--- src/rtl/alu_seq_pkg.sv ---
// alu_seq_pkg: shared encodings for the ALU sequencer.
//   - instruction class / branch condition / FSM state encodings
//   - instruction field bit positions
//   - captured ALU flag bundle and the branch-condition helper
package alu_seq_pkg;

    localparam int unsigned MaxStepsDefault = 255;
    localparam int unsigned InstrW          = 16;

    // Instruction field positions
    localparam int unsigned ClsMsb   = 15;
    localparam int unsigned ClsLsb   = 14;
    localparam int unsigned OpMsb    = 13;
    localparam int unsigned OpLsb    = 11;
    localparam int unsigned AAddrMsb = 10;
    localparam int unsigned AAddrLsb = 8;
    localparam int unsigned BAddrMsb = 7;
    localparam int unsigned BAddrLsb = 5;
    localparam int unsigned CinBit   = 4;
    localparam int unsigned ConstMsb = 7;
    localparam int unsigned ConstLsb = 0;
    localparam int unsigned CondMsb  = 13;
    localparam int unsigned CondLsb  = 12;
    localparam int unsigned TgtMsb   = 3;
    localparam int unsigned TgtLsb   = 0;

    typedef enum logic [1:0] {
        ClsAlu    = 2'b00,
        ClsConst  = 2'b01,
        ClsBranch = 2'b10,
        ClsHalt   = 2'b11
    } instr_cls_e;

    typedef enum logic [1:0] {
        CondAlways = 2'b00,
        CondZero   = 2'b01,
        CondNeg    = 2'b10,
        CondCout   = 2'b11
    } br_cond_e;

    typedef enum logic [1:0] {
        StIdle   = 2'b00,
        StIssue  = 2'b01,
        StSettle = 2'b10,
        StDone   = 2'b11
    } state_e;

    typedef struct packed {
        logic zero;
        logic neg;
        logic cout;
        logic ovf;
    } alu_flags_t;

    // ovf is captured with the others but no branch condition tests it.
    function automatic logic branch_taken(br_cond_e cond, alu_flags_t flags);
        logic taken;
        unique case (cond)
            CondAlways: taken = 1'b1;
            CondZero:   taken = flags.zero;
            CondNeg:    taken = flags.neg;
            CondCout:   taken = flags.cout;
            default:    taken = 1'b0;
        endcase
        return taken;
    endfunction

endpackage

--- src/rtl/alu_seq_if.sv ---
// alu_seq_if: control/flag bus between the sequencer and an external ALU.
//   a_addr, b_addr, op, cin, const_val : sequencer -> ALU (registered controls)
//   zero, neg, cout, ovf               : ALU -> sequencer (result flags)
// const_val carries the 8-bit constant; "const" is a reserved word.
interface alu_seq_if;
    logic [2:0] a_addr;
    logic [2:0] b_addr;
    logic [2:0] op;
    logic [7:0] const_val;
    logic       cin;
    logic       zero;
    logic       neg;
    logic       cout;
    logic       ovf;

    modport master (
        output a_addr, b_addr, op, const_val, cin,
        input  zero, neg, cout, ovf
    );

    modport slave (
        input  a_addr, b_addr, op, const_val, cin,
        output zero, neg, cout, ovf
    );
endinterface

--- src/rtl/alu_seq_pmem.sv ---
// alu_seq_pmem: program memory, synchronous write, asynchronous read, no reset.
//   clk   : write clock
//   we    : write enable (already qualified by the caller)
//   waddr : write address, wdata : write data
//   raddr : read address,  rdata : read data (combinational)
module alu_seq_pmem #(
    parameter int unsigned Depth = 16,
    parameter int unsigned Width = 16
) (
    input  logic                     clk,
    input  logic                     we,
    input  logic [$clog2(Depth)-1:0] waddr,
    input  logic [Width-1:0]         wdata,
    input  logic [$clog2(Depth)-1:0] raddr,
    output logic [Width-1:0]         rdata
);

    logic [Width-1:0] mem [Depth];

    always_ff @(posedge clk) begin
        if (we) begin
            mem[waddr] <= wdata;
        end
    end

    assign rdata = mem[raddr];

endmodule

--- src/rtl/alu_seq.sv ---
// alu_seq: small program sequencer driving an external ALU.
//   clk, rst          : clock, synchronous active-high reset
//   start             : run request (accepted only in idle)
//   prog_we/addr/data : program write port (effective only in idle)
//   alu               : ALU control outputs and flag inputs
//   busy, done, err   : run status; done is a one-cycle pulse
//   pc                : address of the instruction being executed
module alu_seq
    import alu_seq_pkg::*;
#(
    parameter int unsigned PROG_DEPTH = 16,
    parameter int unsigned MAX_STEPS  = MaxStepsDefault
) (
    input  logic                          clk,
    input  logic                          rst,
    input  logic                          start,
    input  logic                          prog_we,
    input  logic [$clog2(PROG_DEPTH)-1:0] prog_addr,
    input  logic [InstrW-1:0]             prog_data,
    alu_seq_if.master                     alu,
    output logic                          busy,
    output logic                          done,
    output logic                          err,
    output logic [$clog2(PROG_DEPTH)-1:0] pc
);

    localparam int unsigned PcW   = $clog2(PROG_DEPTH);
    localparam int unsigned StepW = $clog2(MAX_STEPS + 1);

    state_e           state_q, state_d;
    logic [PcW-1:0]   pc_q, pc_next;
    logic [StepW-1:0] steps_q;
    logic             err_q;
    alu_flags_t       flags_q;
    logic [2:0]       a_addr_q, b_addr_q, op_q;
    logic [7:0]       const_q;
    logic             cin_q;

    logic [InstrW-1:0] instr;
    instr_cls_e        cls;
    br_cond_e          cond;
    logic              step_last;
    logic              mem_we;

    // Writes outside idle are dropped; a write in the start cycle lands
    // before the first fetch.
    assign mem_we = prog_we && (state_q == StIdle);

    alu_seq_pmem #(
        .Depth (PROG_DEPTH),
        .Width (InstrW)
    ) u_pmem (
        .clk   (clk),
        .we    (mem_we),
        .waddr (prog_addr),
        .wdata (prog_data),
        .raddr (pc_q),
        .rdata (instr)
    );

    assign cls  = instr_cls_e'(instr[ClsMsb:ClsLsb]);
    assign cond = br_cond_e'(instr[CondMsb:CondLsb]);

    // The instruction retiring now is the last one the budget allows.
    assign step_last = (steps_q == StepW'(MAX_STEPS - 1));

    // In settle cls is still ALU, so this reduces to pc+1 there.
    always_comb begin
        pc_next = pc_q + PcW'(1);
        if (cls == ClsBranch && branch_taken(cond, flags_q)) begin
            pc_next = PcW'(instr[TgtMsb:TgtLsb]);
        end
    end

    // State register
    always_ff @(posedge clk) begin
        if (rst) begin
            state_q <= StIdle;
        end else begin
            state_q <= state_d;
        end
    end

    // Next-state logic
    always_comb begin
        state_d = state_q;
        unique case (state_q)
            StIdle: begin
                if (start) begin
                    state_d = StIssue;
                end
            end
            StIssue: begin
                unique case (cls)
                    ClsAlu:  state_d = StSettle;
                    ClsHalt: state_d = StDone;
                    default: state_d = step_last ? StDone : StIssue;
                endcase
            end
            StSettle: state_d = step_last ? StDone : StIssue;
            StDone:   state_d = StIdle;
            default:  state_d = StIdle;
        endcase
    end

    // Status outputs, decoded from the state register
    always_comb begin
        busy = 1'b0;
        done = 1'b0;
        unique case (state_q)
            StIssue, StSettle: busy = 1'b1;
            StDone:            done = 1'b1;
            default:           ;
        endcase
    end

    // Datapath registers
    always_ff @(posedge clk) begin
        if (rst) begin
            pc_q     <= '0;
            steps_q  <= '0;
            err_q    <= 1'b0;
            flags_q  <= '0;
            a_addr_q <= '0;
            b_addr_q <= '0;
            op_q     <= '0;
            cin_q    <= 1'b0;
            const_q  <= '0;
        end else begin
            unique case (state_q)
                StIdle: begin
                    if (start) begin
                        pc_q    <= '0;
                        steps_q <= '0;
                        err_q   <= 1'b0;
                        flags_q <= '0;
                    end
                end
                StIssue: begin
                    unique case (cls)
                        ClsAlu: begin
                            op_q     <= instr[OpMsb:OpLsb];
                            a_addr_q <= instr[AAddrMsb:AAddrLsb];
                            b_addr_q <= instr[BAddrMsb:BAddrLsb];
                            cin_q    <= instr[CinBit];
                        end
                        ClsConst, ClsBranch: begin
                            if (cls == ClsConst) begin
                                const_q <= instr[ConstMsb:ConstLsb];
                            end
                            steps_q <= steps_q + StepW'(1);
                            // On abort pc stays on the last executed instruction.
                            if (step_last) begin
                                err_q <= 1'b1;
                            end else begin
                                pc_q <= pc_next;
                            end
                        end
                        default: ;
                    endcase
                end
                StSettle: begin
                    flags_q <= '{zero: alu.zero, neg: alu.neg, cout: alu.cout, ovf: alu.ovf};
                    steps_q <= steps_q + StepW'(1);
                    if (step_last) begin
                        err_q <= 1'b1;
                    end else begin
                        pc_q <= pc_next;
                    end
                end
                default: ;
            endcase
        end
    end

    assign alu.a_addr    = a_addr_q;
    assign alu.b_addr    = b_addr_q;
    assign alu.op        = op_q;
    assign alu.cin       = cin_q;
    assign alu.const_val = const_q;
    assign err           = err_q;
    assign pc            = pc_q;

endmodule
--- src/flat_wrapper.sv ---
// flat-port wrapper written by rule: the top's interface ports become plain ports
module alu_seq_flat import alu_seq_pkg::*;
#(
    parameter int unsigned PROG_DEPTH = 16,
    parameter int unsigned MAX_STEPS  = MaxStepsDefault
)
  (clk, rst, start, prog_we, prog_addr, prog_data, busy, done, err, pc, alu_a_addr, alu_b_addr, alu_op, alu_const_val, alu_cin, alu_zero, alu_neg, alu_cout, alu_ovf);
  alu_seq_if alu_i ();
  input  logic clk;
  input  logic rst;
  input  logic start;
  input  logic prog_we;
  input  logic [$clog2(PROG_DEPTH)-1:0] prog_addr;
  input  logic [InstrW-1:0] prog_data;
  output logic busy;
  output logic done;
  output logic err;
  output logic [$clog2(PROG_DEPTH)-1:0] pc;
  output wire logic [$bits(alu_i.a_addr)-1:0] alu_a_addr;
  output wire logic [$bits(alu_i.b_addr)-1:0] alu_b_addr;
  output wire logic [$bits(alu_i.op)-1:0] alu_op;
  output wire logic [$bits(alu_i.const_val)-1:0] alu_const_val;
  output wire logic [$bits(alu_i.cin)-1:0] alu_cin;
  input wire logic [$bits(alu_i.zero)-1:0] alu_zero;
  input wire logic [$bits(alu_i.neg)-1:0] alu_neg;
  input wire logic [$bits(alu_i.cout)-1:0] alu_cout;
  input wire logic [$bits(alu_i.ovf)-1:0] alu_ovf;
  assign alu_a_addr = alu_i.a_addr;
  assign alu_b_addr = alu_i.b_addr;
  assign alu_op = alu_i.op;
  assign alu_const_val = alu_i.const_val;
  assign alu_cin = alu_i.cin;
  assign alu_i.zero = alu_zero;
  assign alu_i.neg = alu_neg;
  assign alu_i.cout = alu_cout;
  assign alu_i.ovf = alu_ovf;
  alu_seq #(.PROG_DEPTH(PROG_DEPTH), .MAX_STEPS(MAX_STEPS)) u_core (.clk(clk), .rst(rst), .start(start), .prog_we(prog_we), .prog_addr(prog_addr), .prog_data(prog_data), .alu(alu_i), .busy(busy), .done(done), .err(err), .pc(pc));
endmodule
--- config.mk ---
export PLATFORM = sky130hd
export DESIGN_NAME = alu_seq_flat
export DESIGN_NICKNAME = d
export VERILOG_FILES = /design/src/rtl/alu_seq_pkg.sv /design/src/rtl/alu_seq_if.sv /design/src/rtl/alu_seq_pmem.sv /design/src/rtl/alu_seq.sv /design/src/flat_wrapper.sv
export SDC_FILE = /design/constraint.sdc
export NUM_CORES = 1
export LEC_CHECK = 0
export CORE_MARGIN = 4
export CORE_UTILIZATION = 35
export DETAILED_ROUTE_END_ITERATION = 16
export PLACE_DENSITY_LB_ADDON = 0.3
export SLEW_MARGIN = 20
export SYNTH_ARGS = -nofsm -noshare
export SYNTH_HDL_FRONTEND = slang
export SYNTH_SLANG_ARGS = --single-unit
--- constraint.sdc ---
create_clock -name clk -period 4.6 [get_ports clk]
set_clock_uncertainty 0.05 [all_clocks]
set_input_delay 1.38 -clock clk [delete_from_list [all_inputs] [get_ports clk]]
set_output_delay 1.38 -clock clk [all_outputs]
set_load 0.005 [all_outputs]
==> flow_metrics.tcl, run 1 <==
set metrics [dict create \
    drc 0 \
    cp_slowest_stage_delay_ns 0.65 \
    worstPathCellList "mux4_2, mux4_2, inv_1, ha_1, inv_1, a21oi_1, and2_1, nand2_1, nor3b_1, mux2i_1, a31oi_1" \
    critical_path_class "flip-flop to flip-flop" \
    hold_depth 2 \
    ys_warn_count 0 \
    initial_core_util_pct 35.9 \
    finalHoldViolations 0 \
    layout.nets 710 \
    reg2reg_depth 11 \
    synth-seq-cells 296 \
    setup_viol 0 \
    synth_top_area_share_pct 67.2 \
    final.fill_count 2822 \
    io_pins 53 \
    die_y_um 189 \
    finalPower_mw 6.14 \
    rsz0062_at_grt "no" \
    synth_most_common_cell "edfxtp_1" \
    slowest_stage "dfxtp_4" \
    fin_crit_ns 3.67 \
    required_ns 4.98 \
    gp_congestion 0.758 \
    vias 5698 \
    min_path_type "flip-flop to flip-flop" \
    clockBufferDepth 3 \
    cts_setup_buffers 0 \
    path_clk_slew_ns 0.06 \
    antenna_found_initial 1 \
    slew_headroom_pct 48.3 \
    wl_mm 24.6 \
    hpwl_mm 15.1 \
    grt_pass1_vias 5892 \
    ir_drop_uv 291 \
    power_leakage_nw 4.18 \
    synth_fp_nets 628 \
    tns_ns 0 \
    synth-main-ff-cell "edfxtp_1" \
    cp_max_fo 23 \
    fin_hold_ws_ns 0.406 \
    clkSinkCount 296 \
    place_inst 1075 \
    synth_cell_types 37 \
    worstMarginPinSlew_ns 0.775 \
    grt_start_max_net_pins 39 \
    synthTopCellsByArea "edfxtp_1, mux4_2, dfxtp_1" \
    drive_above_1_share_pct 22.5 \
    io_buffers 51 \
    area_delta_synth_final_pct 18.1 \
    critPathCaptureType "flip-flop" \
    drv_slew 0 \
    cts_resized 0 \
    synthCells 589 \
    dieArea_mm2 0.0356 \
    wire_per_inst_um 21.8 \
    grt.overflow.total 0 \
    dr.first_iter.drc_count 484 \
    yosys-top-cells-count "edfxtp_1, mux4_2, nand2_1" \
    drtPass1Iterations 5 \
    tritoncts "built" \
    syn_area_per_cell_um2 19.4 \
    finalCritPeriodShare_pct 79.8 \
    power.density_mw_per_mm2 454 \
    synth_edf_count 256 \
    synth.yosys.seq_area_share_pct 74.2 \
    grt_util_all_layers_pct 13.7 \
    htreeDepth 1 \
    worstSkewPairLatency_ns 0.53 \
    status "completed" \
    postCtsHoldBufs 0 \
    syn_area_mm2 0.0114 \
    coreArea_mm2 0.0319 \
    chipWidth_um 189 \
    ant_nets 0 \
    synth_top_cell_by_area "edfxtp_1" \
    rows 65 \
    fin_cells 1129 \
    root_buffer "clkbuf_16" \
    start_kind "flip-flop" \
    cts_buffers 29 \
    via_per_inst 5.05 \
    grt_pass1_wl_mm 37.1 \
    arrival_ns 4.05 \
    max_freq_mhz 272 \
    postSynth.asyncResetShare_pct 0 \
    cap_violations 0 \
]
==> worst max-delay path, delay by kind of cell, from the launching register on <==
family	cells	cell delay, ns
mux	3	1.25
simple gates	3	0.83
flops	1	0.65
compound gates	2	0.38
buf+inv	2	0.20
fa+ha+maj	1	0.19
==> cell type report <==
type / instances / area (µm²) / area share, %
clock buffers: 38 / 779 / 5.77
inverters: 8 / 30.0 / 0.222
well taps: 435 / 544 / 4.03
repair buffers: 78 / 713 / 5.28
flip-flops and latches: 296 / 8490 / 62.9
clock inverters: 15 / 124 / 0.917
diodes: 1 / 2.50 / 0.0185
multi-input cells: 258 / 2820 / 20.9
==> sequential cells by signal (all words and copies together), names as in the netlist, named ones only <==
signal and cells:
u_core.flags_q 3, u_core.alu.b_addr 3, u_core.alu.const_val 8, u_core.state_q 2, u_core.err 1, u_core.pc 4, u_core.alu.a_addr 3, u_core.alu.op 3
u_core.u_pmem.mem 256, u_core.steps_q 8, u_core.alu.cin 1
==> logic make-up after synthesis <==
logic type | Yosys count | synth area share (%)
adders and majority gates | 11 | 1.20
and+or+nand+nor | 111 | 4.27
muxes | 87 | 16.2
buffers and inverters | 35 | 1.30
DFF | 296 | 74.2
AOI/OAI and AO/OA | 43 | 2.38
xor gates and xnor gates | 6 | 0.459
==> path summary, 6_finish.rpt <==
path              slack [ns]                      end                    start
hold / removal          0.41  u_core.alu.const_val[5]  u_core.alu.const_val[5]
hold reg to reg         0.41  u_core.alu.const_val[5]  u_core.alu.const_val[5]
setup reg to reg        0.93                flip-flop                flip-flop
setup / recovery        0.93                flip-flop                flip-flop
==> power by group <==
part	switching (mW)	total, mW	leakage [nW]	internal [mW]
clock	0.937	2.24	0.450	1.30
sequential	0.0804	3.07	2.63	2.99
combinational	0.423	0.835	1.10	0.412
total	1.44	6.14	4.18	4.70
==> cells in the final DEF, fill, tap and decap left out, drive strengths merged, types with 2 or more instances in the layout <==
cell	instances
and3	4
or3	2
nand4	6
a31oi	2
edfxtp	256
clkinv	13
mux2	2
clkbuf	38
bufinv	2
a211oi	2
a32oi	4
ha	11
nand3b	2
buf	27
mux2i	7
nand3	4
clkdlybuf4s50	51
a21oi	27
inv	8
and2	2
dfxtp	40
nand2	49
nor3	5
o21ai	2
mux4	78
nor3b	2
xor2	6
nand2b	2
nor2	31
==> per-stage QoR <==
stage	cell area (µm²)	setup slack [ns]	util (%)
after global routing	13500	0.532	42.4
after floorplan	11400	1.03	-
final	13500	0.928	42.4
after CTS	13500	0.910	42.4
after detailed placement	12600	0.979	39.5
after global placement	12600	1.00	39.5
==> routing by layer <==
| metal | up-vias | share of wire [%] | track usage [%] |
|---|---|---|---|
| li1 | 2537 | - | - |
| met1 | 2971 | 42 | 18.1 |
| met2 | 154 | 51 | 24.0 |
| met3 | 34 | 5.1 | 2.63 |
| met4 | 2 | 1.7 | 2.52 |
| met5 | - | 0.053 | 0 |
Power figures use the tool's default switching activity.
==> run 2: changes to the inputs <==
Clock period 4.6 ns to 3.8 ns, I/O delays scaled along.
==> flow_metrics.tcl, run 2 (synthesis results as in run 1) <==
set metrics [dict create \
    status "completed" \
    root_buffer "clkbuf_16" \
    grt_util_all_layers_pct 13.8 \
    cts_setup_buffers 0 \
    layout.nets 718 \
    clkSinkCount 296 \
    fin_cells 1137 \
    hold_depth 2 \
    grt.overflow.total 0 \
    wire_per_inst_um 21.6 \
    path_buf_inv 2 \
    rsz0062_at_grt "no" \
    tritoncts "built" \
    dr.first_iter.drc_count 477 \
    worstSkewPairLatency_ns 0.55 \
    postCtsHoldBufs 0 \
    cp_top_family "multiplexers" \
    final.fill_count 2763 \
    io_pins 53 \
    finalHoldViolations 0 \
    drc 0 \
    finalCritPeriodShare_pct 87.0 \
    hp-start "u_core.alu.const_val[4]" \
    critPathCaptureType "flip-flop" \
    worstPathCellList "mux4_2, mux4_2, inv_1, ha_1, inv_1, a21oi_1, and2_1, nand2_1, nor3b_1, mux2i_1, a31oi_1" \
    slew_headroom_pct 58.3 \
    setup_viol 0 \
    worstMarginPinSlew_ns 0.626 \
    cts_resized 0 \
    die_y_um 189 \
    required_ns 4.19 \
    gp_congestion 0.772 \
    tns_ns 0 \
    rrSetupSlack_ns 0.50 \
    fin_crit_ns 3.30 \
    ant_nets 0 \
    cp_max_fo 16 \
    slowest_stage "dfxtp_4" \
    drv_slew 0 \
    reg2reg_depth 11 \
    io_buffers 51 \
    antenna_found_initial 0 \
    largest_reg_flops 256 \
    vias 5732 \
    diodes 0 \
    coreArea_mm2 0.0319 \
    clockBufferDepth 3 \
    rows 65 \
    grt_pass1_wl_mm 37.4 \
    critical_path_class "flip-flop to flip-flop" \
    dieArea_mm2 0.0356 \
    final_common_cell "edfxtp_1" \
    start_kind "flip-flop" \
    power_leakage_nw 4.22 \
    power.density_mw_per_mm2 550 \
    grt_start_max_net_pins 41 \
    regMostFlops "u_core.u_pmem.mem" \
    grt_pass1_vias 5987 \
    via_per_inst 5.04 \
    wl_mm 24.6 \
    cts_buffers 30 \
    drive_above_1_share_pct 23.4 \
    chipWidth_um 189 \
    gr-usage-met3_pct 2.30 \
    most-common-layout-cells "edfxtp_1, mux4_2, clkdlybuf4s50_1, nand2_1, dfxtp_1" \
    area_delta_synth_final_pct 18.9 \
    hpwl_mm 15.3 \
    top_usage_layer "met2" \
    initial_core_util_pct 35.9 \
    path_clk_slew_ns 0.06 \
    met1_usage_pct 18.1 \
    min_path_type "flip-flop to flip-flop" \
    cap_violations 0 \
    cp_slowest_stage_delay_ns 0.57 \
    grt_use_met2_pct 24.3 \
    drtPass1Iterations 5 \
    arrival_ns 3.69 \
    hold_path_end "u_core.alu.const_val[4]" \
    max_freq_mhz 303 \
    htreeDepth 1 \
    place_inst 1082 \
    ir_drop_uv 351 \
]
run 2: cell count changes in the layout (fill, tap and decap cells not counted), sizes merged:
cell	delta
buf	+7
clkinvlp	+4
clkbuf	-3
bufinv	-1
clkinv	+1
diode	-1
inv	+1
run 2: area by class of cell:
cell class              instances  area [µm²]  area share (%)
flip-flops and latches        296        8490            62.5
multi-input cells             258        2820            20.7
clock buffers                  35         791            5.82
repair buffers                 85         791            5.82
well taps                     435         544            4.00
clock inverters                20         129           0.948
inverters                       8        30.0           0.221
run 2: routing by layer:
layer,part of all wire [%],vias up
li1,-,2554
met1,42,2984
met2,52,162
met3,5.0,32
met4,1.6,0
met5,0,-
run 2: worst max path at each step:
stage                     depth (start not counted)       from  slack (ns)   endpoint
after global routing                             11  flip-flop        0.26  flip-flop
after CTS                                        11  flip-flop        0.47  flip-flop
after global placement                           11  flip-flop        0.56  flip-flop
final                                            11  flip-flop        0.50  flip-flop
after detailed placement                         11  flip-flop        0.52  flip-flop
after floorplan                                  15  flip-flop        0.23  flip-flop
run 2: power breakdown:
part	internal (mW)	total (mW)	switching [mW]
sequential	3.61	3.71	0.0951
clock	1.55	2.73	1.18
combinational	0.525	1.05	0.521
total	5.69	7.48	1.79
run 2: tightest hold or removal path, delay by kind of cell (launching register included):
family	cells	cell delay, ns
AO/OA/AOI/OAI	1	0.05
flip-flops	1	0.31
AND/OR/NAND/NOR	1	0.05
run 2: per-stage QoR:
step / hold slack [ns] / util [%] / instance area, µm² / setup WS [ns] / total power, mW
finish: 0.411 / 42.7 / 13600 / 0.495 / 7.48
floorplan: 0.395 / - / 11400 / 0.231 / 4.45
global placement: 0.395 / 39.8 / 12700 / 0.559 / 4.81
CTS: 0.412 / 42.7 / 13600 / 0.471 / 7.57
detailed placement: 0.404 / 39.8 / 12700 / 0.521 / 4.84
global route: 0.443 / 42.7 / 13600 / 0.259 / 7.79
==> run 3: changes to the inputs <==
Settings changed: CELL_PAD_IN_SITES_DETAIL_PLACEMENT set to 1, CELL_PAD_IN_SITES_GLOBAL_PLACEMENT set to 2, PLACE_DENSITY set to 0.69, PLACE_DENSITY_LB_ADDON 0.3 to unset, REMOVE_ABC_BUFFERS set to 1.
==> flow_metrics.tcl, run 3 (synthesis results as in run 1) <==
set metrics [dict create \
    wl_met3_mm 1.06 \
    power_leakage_nw 4.23 \
    critPathCaptureType "flip-flop" \
    finalHoldViolations 0 \
    grt_util_all_layers_pct 14.7 \
    clkSinkCount 296 \
    fin_ws_ns 0.551 \
    diodes 0 \
    root_buffer "clkbuf_16" \
    drive_above_1_share_pct 23.3 \
    setup_viol 0 \
    rows 65 \
    pre_cts_ws_ns 0.583 \
    rsz0062_at_grt "no" \
    antenna_found_initial 1 \
    io_buffers 51 \
    drc 0 \
    finalPower_mw 7.68 \
    postCtsHoldBufs 0 \
    min_path_type "flip-flop to flip-flop" \
    worstSkewPairLatency_ns 0.55 \
    arrival_ns 3.64 \
    drtPass1Iterations 4 \
    cp_top_family "multiplexers" \
    slew_headroom_pct 61.4 \
    layout.nets 711 \
    status "completed" \
    worstMarginPinSlew_ns 0.579 \
    fin_cells 1131 \
    grt_pass1_vias 6268 \
    dieArea_mm2 0.0356 \
    die_y_um 189 \
    tritoncts "built" \
    rrSetupSlack_ns 0.55 \
    path_clk_slew_ns 0.06 \
    via_per_inst 5.08 \
    max_freq_mhz 308 \
    htreeDepth 1 \
    power.density_mw_per_mm2 564 \
    largest_reg_flops 256 \
    cap_violations 0 \
    wire_per_inst_um 23.0 \
    start_kind "flip-flop" \
    cts_resized 0 \
    drv_slew 0 \
    most-common-layout-cells "edfxtp_1, mux4_2, clkdlybuf4s50_1, nand2_1, dfxtp_1" \
    area_delta_synth_final_pct 19.0 \
    place_inst 1075 \
    tns_ns 0 \
    finish.utilization_pct 42.7 \
    grt.overflow.total 0 \
    critical_path_class "flip-flop to flip-flop" \
    slowest_stage "mux4_2" \
    fin_crit_ns 3.25 \
    worstPathCellList "mux4_2, mux4_2, inv_1, ha_1, inv_1, a21oi_1, and2_1, nand2_1, nor3b_1, mux2i_1, a31oi_1" \
    wl_met2_mm 13.0 \
    ant_nets 0 \
    regMostFlops "u_core.u_pmem.mem" \
    chipWidth_um 189 \
    cts_setup_buffers 0 \
    ir_drop_uv 347 \
    cts_buffers 30 \
    dr.first_iter.drc_count 346 \
    finalCritPeriodShare_pct 85.5 \
    hp-start "u_core.alu.const_val[5]" \
    hpwl_mm 15.5 \
    grt_pass1_wl_mm 39.7 \
    vias 5749 \
    clockBufferDepth 3 \
    wl_met1_mm 11.4 \
    cp_max_fo 17 \
    path_buf_inv 2 \
    initial_core_util_pct 35.9 \
    grt_start_max_net_pins 29 \
    required_ns 4.19 \
    cp_slowest_stage_delay_ns 0.57 \
    top_layer "met5" \
    wl_mm 26.0 \
    gp_congestion 0.726 \
    io_pins 53 \
    final_common_cell "edfxtp_1" \
    coreArea_mm2 0.0319 \
]
## run 3: report_power, final
part	total (mW)	switching [mW]	internal, mW
Combinational	1.04	0.524	0.512
Clock	2.95	1.18	1.77
Sequential	3.70	0.0822	3.61
## run 3: final cells by class
cell class                 instances  area (µm²)
fill                            3067       18300
sequential                       296        8490
tap                              435         544
multi-input combinational        258        2820
inverter                           8        30.0
timing repair buffer              78         713
clock buffer                      44         861
clock inverter                    12         154
## run 3: through the flow
stage / hold WS [ns] / instance area [µm²]
final: 0.409 / 13600
after CTS: 0.412 / 13600
after detailed placement: 0.404 / 12600
after floorplan: 0.395 / 11300
after global routing: 0.437 / 13600
after global placement: 0.398 / 12600
## run 3: final timing paths
path,end,depth (start not counted)
hold reg to reg,u_core.alu.const_val[5],2
hold / removal,u_core.alu.const_val[5],2
setup / recovery,flip-flop,11
setup reg to reg,flip-flop,11
## run 3: routing by layer
layer  up-vias  GRT usage, %
met4         2          3.03
met2       119          25.3
met1      3052          19.7
met5         -             0
li1       2537             -
met3        39          2.70
## run 3: worst reg2reg max path: stages, from the launching register on
cell     delay (ns)
dfxtp_4        0.56
mux4_2         0.57
mux4_2         0.51
inv_1          0.12
ha_1           0.21
inv_1          0.06
a21oi_1        0.17
and2_1         0.20
nand2_1        0.15
nor3b_1        0.23
mux2i_1        0.10
a31oi_1        0.21
